`src/rtl/reg_file_ctrl_pkg.sv`:
```
// Shared types and constants for the serial register-file controller.
// Holds the FSM state encoding and the default data word width.
package reg_file_ctrl_pkg;

    localparam int W_DEFAULT = 8;

    typedef enum logic [2:0] {
        ST_IDLE   = 3'd0,
        ST_WRITE  = 3'd1,
        ST_READ   = 3'd2,
        ST_RDWAIT = 3'd3,
        ST_RESP   = 3'd4
    } state_t;

    function automatic logic [1:0] id_onehot(input logic id);
        return id ? 2'b10 : 2'b01;
    endfunction

endpackage

```
`src/rtl/rr_arb2.sv`:
```
// Two-way round-robin arbiter: a lone requester always wins, a tie goes to
// the priority holder, and every acceptance hands priority to the other side.
module rr_arb2 (
    input  logic       CLK,
    input  logic       RST,
    input  logic [1:0] req,
    input  logic       accept,
    output logic [1:0] gnt
);

    logic r_prio;

    always_comb begin
        gnt = 2'b00;
        case (req)
            2'b01:   gnt = 2'b01;
            2'b10:   gnt = 2'b10;
            2'b11:   gnt = r_prio ? 2'b10 : 2'b01;
            default: gnt = 2'b00;
        endcase
    end

    always_ff @(posedge CLK) begin
        if (RST) begin
            r_prio <= 1'b0;
        end else if (accept) begin
            r_prio <= gnt[0];
        end
    end

endmodule

```
`src/rtl/reg_file_ctrl.sv`:
```
// Arbitrates two requesters onto a bit-serial register-file port: writes are
// shifted out LSB first, reads are shifted in and returned as a one-cycle strobe.
module reg_file_ctrl
    import reg_file_ctrl_pkg::*;
#(
    parameter int W = W_DEFAULT
) (
    input  logic           CLK,
    input  logic           RST,
    input  logic [1:0]     REQ_VALID,
    input  logic [1:0]     REQ_WR,
    input  logic [2*W-1:0] REQ_WDATA,
    output logic [1:0]     REQ_READY,
    output logic [1:0]     RSP_VALID,
    output logic [W-1:0]   RSP_RDATA,
    output logic           RF_WR_EN,
    output logic           RF_RD_EN,
    output logic           RF_DIN,
    input  logic           RF_DOUT,
    output state_t         DBG_STATE
);

    localparam int CW = (W > 1) ? $clog2(W) : 1;
    localparam logic [CW-1:0] CNT_LAST = CW'(W - 1);

    // Handshake: a requester holds VALID and its payload until it sees READY;
    // the transfer happens on the rising edge where VALID and READY are both high.

    state_t         r_state;
    logic [CW-1:0]  r_cnt;
    logic [W-1:0]   r_wdata;
    logic [W-2:0]   r_shift;
    logic [W-1:0]   r_rdata;
    logic           r_id;
    logic           r_wr_en;
    logic           r_rd_en;
    logic           r_din;
    logic [1:0]     r_rsp_valid;

    logic [1:0]     w_gnt;
    logic           w_idle;
    logic           w_accept;
    logic           w_sel;
    logic [W-1:0]   w_wdata_sel;
    logic [CW-1:0]  w_cnt_inc;

    assign w_idle      = (r_state == ST_IDLE);
    assign REQ_READY   = w_idle ? w_gnt : 2'b00;
    assign w_accept    = |(REQ_VALID & REQ_READY);
    assign w_sel       = w_gnt[1];
    assign w_wdata_sel = w_sel ? REQ_WDATA[2*W-1:W] : REQ_WDATA[W-1:0];
    assign w_cnt_inc   = r_cnt + CW'(1);

    rr_arb2 u_arb (
        .CLK    (CLK),
        .RST    (RST),
        .req    (REQ_VALID),
        .accept (w_accept),
        .gnt    (w_gnt)
    );

    always_ff @(posedge CLK) begin
        if (RST) begin
            r_state     <= ST_IDLE;
            r_cnt       <= '0;
            r_wdata     <= '0;
            r_shift     <= '0;
            r_rdata     <= '0;
            r_id        <= 1'b0;
            r_wr_en     <= 1'b0;
            r_rd_en     <= 1'b0;
            r_din       <= 1'b0;
            r_rsp_valid <= 2'b00;
        end else begin
            case (r_state)
                ST_IDLE: begin
                    if (w_accept) begin
                        r_id  <= w_sel;
                        r_cnt <= '0;
                        if (REQ_WR[w_sel]) begin
                            r_state <= ST_WRITE;
                            r_wdata <= w_wdata_sel;
                            r_wr_en <= 1'b1;
                            r_din   <= w_wdata_sel[0];
                        end else begin
                            r_state <= ST_READ;
                            r_rd_en <= 1'b1;
                        end
                    end
                end

                ST_WRITE: begin
                    if (r_cnt == CNT_LAST) begin
                        r_state <= ST_IDLE;
                        r_wr_en <= 1'b0;
                        r_din   <= 1'b0;
                    end else begin
                        r_cnt   <= w_cnt_inc;
                        r_din   <= r_wdata[1];
                        r_wdata <= r_wdata >> 1;
                    end
                end

                ST_READ: begin
                    // RF_DOUT lags RF_RD_EN by one cycle, so bit k arrives at count k+1.
                    if (r_cnt != '0) begin
                        r_shift[r_cnt - CW'(1)] <= RF_DOUT;
                    end
                    if (r_cnt == CNT_LAST) begin
                        r_state <= ST_RDWAIT;
                        r_rd_en <= 1'b0;
                    end else begin
                        r_cnt <= w_cnt_inc;
                    end
                end

                ST_RDWAIT: begin
                    r_rdata     <= {RF_DOUT, r_shift};
                    r_rsp_valid <= id_onehot(r_id);
                    r_state     <= ST_RESP;
                end

                ST_RESP: begin
                    r_rsp_valid <= 2'b00;
                    r_state     <= ST_IDLE;
                end

                default: begin
                    r_state     <= ST_IDLE;
                    r_wr_en     <= 1'b0;
                    r_rd_en     <= 1'b0;
                    r_din       <= 1'b0;
                    r_rsp_valid <= 2'b00;
                end
            endcase
        end
    end

    assign RSP_VALID = r_rsp_valid;
    assign RSP_RDATA = r_rdata;
    assign RF_WR_EN  = r_wr_en;
    assign RF_RD_EN  = r_rd_en;
    assign RF_DIN    = r_din;
    assign DBG_STATE = r_state;

endmodule

```
`config.mk`:
```
export PLATFORM = sky130hd
export DESIGN_NAME = reg_file_ctrl
export DESIGN_NICKNAME = d
export VERILOG_FILES = /design/src/rtl/reg_file_ctrl_pkg.sv /design/src/rtl/rr_arb2.sv /design/src/rtl/reg_file_ctrl.sv
export SDC_FILE = /design/constraint.sdc
export NUM_CORES = 1
export LEC_CHECK = 0
export CAP_MARGIN = 5
export CORE_MARGIN = 3
export CORE_UTILIZATION = 45
export CTS_CLUSTER_SIZE = 10
export DETAILED_ROUTE_END_ITERATION = 7
export PLACE_DENSITY = 0.76
export SLEW_MARGIN = 30
export SYNTH_ARGS = -nofsm -noshare
export SYNTH_HDL_FRONTEND = slang
export SYNTH_SLANG_ARGS = --single-unit
```
`constraint.sdc`:
```
create_clock -name CLK -period 1.75 [get_ports CLK]
set_input_delay 0.35 -clock CLK [delete_from_list [all_inputs] [get_ports CLK]]
set_output_delay 0.35 -clock CLK [all_outputs]
set_load 0.005 [all_outputs]
```
==> out/results.ini <==
[clock_network]
holdBufCountCts = 0
numCtsBuffers = 5
clock_insertion_delay_worst_skew_ns = 0.29
clkSinkCount = 35
tritoncts = built
cts-root-to-sink-buffers = 2
cts.reportedPaths.clkPinSlew_ns = 0.07
cts_htree_levels = 2
cts_root_buffer = clkbuf_8

[synthesis]
synthesis.yosys.warnings = 0
yosysUniqueCellTypes = 41
synth-seq-cells = 35
ys.flop_type = dfxtp_1
ys_async_sr_fraction_pct = 0
seq_area_frac_synth_pct = 39.46
netlist_instances = 210
syn-num-nets = 237
avgSynthCellArea_um2 = 8.455
mappedNetlistArea_mm2 = 0.001775
synth-edff-count = 0

[critical_path]
worst_r2r_endpoint = r_cnt[0]
critical_path.cell_chain = or3_4 -> buf_6 -> nor2_1 -> buf_2
timing.reg2reg.worst_path_depth = 6
rr_startpoint = r_cnt[0]
endpoint_kind = output port
critPathRequiredTime_ns = 1.40
cp_slowest_cell = or3_4
worstSetupPathType = register to output port
worst-r2r-setup-slack_ns = 0.09
startpoint_type = register
worstPathMaxFanout = 2
critical_path_arrival_ns = 1.35
crit_path_max_incr_delay_ns = 0.41

[timing]
fin_crit_sh_pct = 97.03
worst-slew-pin-transition_ns = 0.4357
drv_slew = 0
setup-tns-final_ns = 0
timing.fmax_mhz = 588.9
period_minus_slack_ns = 1.698
fin_skew_ns = 0.004227
final.hold.worst_slack_ns = 0.4539
normalized_max_slew_margin_pct = 70.86
finalHoldViolCount = 0
layout_setup_ws_ns = 0.05204
report.final.setup_viol = 0

[place]
dp_worst_setup_slack_ns = -0.3641
sum_of_net_half_perimeters_after_detailed_placement_mm = 3.233
placement.io_buffers = 40
detailed_place.area_mm2 = 0.002406
finalWeightedCongestion = 0.8562

[die]
start_util_pct = 47.43
die_width_um = 68.81
placement_rows = 22
coreArea_mm2 = 0.003744
io-pin-count = 41
area_of_the_die_mm2 = 0.004735
die_height_um = 68.81

[cells_and_area]
drive_above_1_share_pct = 21.51
postLayoutCellArea_mm2 = 0.002650
fillCellCount = 316
multi_input_area_mm2 = 0.001049
area_growth_pct = 49.26
design.final.nets = 305
sequential_cell_area_um2 = 704.4
insertedDiodeCount = 0

[routing]
post_drt_via_cell_ratio = 5.376
drc = 0
drtAntennaViolNets = 0
initialDrtViolationCount = 92
detailroute.via_count = 1758
first_pass_iters = 4
detail_route.wirelength_mm = 4.712
routedWlPerCell_um = 14.41

[hold_path]
worst_hold_path_ep = RSP_RDATA[3]
hold_path.startpoint = r_shift[3]
hold_path_cells = 2
worst_min_delay_path_class = register to register

[outcome]
outcome = finished clean

[grt]
maximum_number_of_pins_on_one_net_before_global_route_repair = 22
grt_overflow = 0
groute.usage.overall_pct = 20.65
first_global_vias = 1630
initial_antenna_violation_count = 0
grt_pass1_wl_mm = 7.334

[flow_run]
max_cap_viol_count = 0

[power_and_ir_drop]
p_leak_uw = 0.001078
max-vdd-ir-drop_uv = 527.6
power.density_mw_per_mm2 = 912.3

final cells by class:
type | instances | share of cell area [%]
tap | 48 | 2.266
sequential | 35 | 26.58
multi-input combinational | 154 | 39.57
clock buffer | 6 | 2.738
inverter | 9 | 1.275
timing repair buffer | 73 | 25.31
clock inverter | 2 | 2.266
through the flow:
| step | total power (uW) | util [%] | cells |
|---|---|---|---|
| final | 2418 | 70.79 | 327 |
| after global routing | 2539 | 70.79 | 327 |
| after CTS | 2381 | 68.85 | 324 |
| after detailed placement | 1501 | 64.27 | 316 |
| after global placement | 1487 | 64.27 | 316 |
| after floorplan | 1245 | - | 210 |
cell usage after synthesis, types with 2 or more instances:
master,n,area share [%]
a22o_1,2,0.99
nor4b_1,2,0.99
a311o_1,6,3.4
or3b_2,2,0.99
o32ai_1,3,1.5
xnor2_1,2,0.99
ha_1,4,2.8
buf_2,2,0.56
nor2_1,15,3.2
nand3_1,14,3.9
nand2_1,38,8.0
o21ai_0,7,2.0
a21oi_1,14,3.9
nand2b_1,3,1.1
inv_1,8,1.7
clkbuf_1,9,1.9
dfxtp_1,35,39
mux2i_1,15,8.5
nor3_1,6,1.7
a311oi_1,2,0.99
power by group:
| part | switching [uW] | internal (uW) |
|---|---|---|
| logic | 308 | 352 |
| registers | 39.7 | 859 |
| clock network | 290 | 569 |
| total | 637 | 1780 |
cells by family (layout without fill, tap and decap cells):
logic type	after synthesis	count (layout)	synth area share (%)
AND/OR/NAND/NOR	84	84	21.42
AO/OA/AOI/OAI	47	47	20.72
flip-flops	35	35	39.46
buffers and inverters	21	90	5.003
multiplexers	16	16	9.091
adder cells (fa/ha/maj)	4	4	2.819
XOR/XNOR	3	3	1.480
what timing repair did:
item / in CTS / in global routing
setup endpoints to repair: 14 / 16
hold endpoints to repair: 0 / 0
gates resized for setup: 17 / 17
setup buffers: 0 / 3
pin swaps: 1 / 7
critical path: cells and delay by family, from the launching register on:
family	cells	cell delay, ns
and+or+nand+nor	2	0.49
DFF	1	0.33
buffers and inverters	2	0.24
per-layer routing:
metal | vias to the layer above | global-route usage (%) | part of all wire [%] | wire length [um]
met3 | 7 | 3.890 | 3.2 | 152
met5 | - | 0 | 0 | 0
met2 | 40 | 33.13 | 49 | 2315
met4 | 0 | 8.029 | 1.6 | 74
li1 | 891 | - | - | -
met1 | 820 | 27.31 | 46 | 2170
state kept, by name, indices dropped and copies added, names as in the netlist:
name / count
DBG_STATE: 3
RF_DIN: 1
RF_RD_EN: 1
RF_WR_EN: 1
RSP_RDATA: 8
RSP_VALID: 2
r_cnt: 3
r_id: 1
r_shift: 7
r_wdata: 7
u_arb.r_prio: 1
worst max path at each step:
stage,startpoint,end,slack (ns),cells past startpoint
2_1_floorplan,DBG_STATE[0],RF_DIN,0.07,4
3_3_place_gp,REQ_VALID[0],REQ_READY[1],-0.36,4
3_5_place_dp,REQ_VALID[1],r_wdata[5],-0.36,7
4_1_cts,DBG_STATE[1],REQ_READY[1],-0.06,3
5_1_grt,DBG_STATE[0],r_shift[1],-0.001,7
6_report,DBG_STATE[0],REQ_READY[0],0.05,4
placed cells by master (no fill, tap or decap), drive strengths merged, types with 2 or more instances in the layout:
cell type and count:
buf 35, nor4b 2, a2111oi 2, clkbuf 6
a22o 2, ha 4, nand2 38, inv 8
clkdlybuf4s50 36, a311o 6, or3b 2, bufinv 2
nor2 15, a21oi 14, o32ai 3, dfxtp 35
a311oi 2, o21ai 7, mux2i 15, nand2b 3
nor3 6, nand3 14, xnor2 2
No activity file was read; power rests on OpenSTA's default activity.
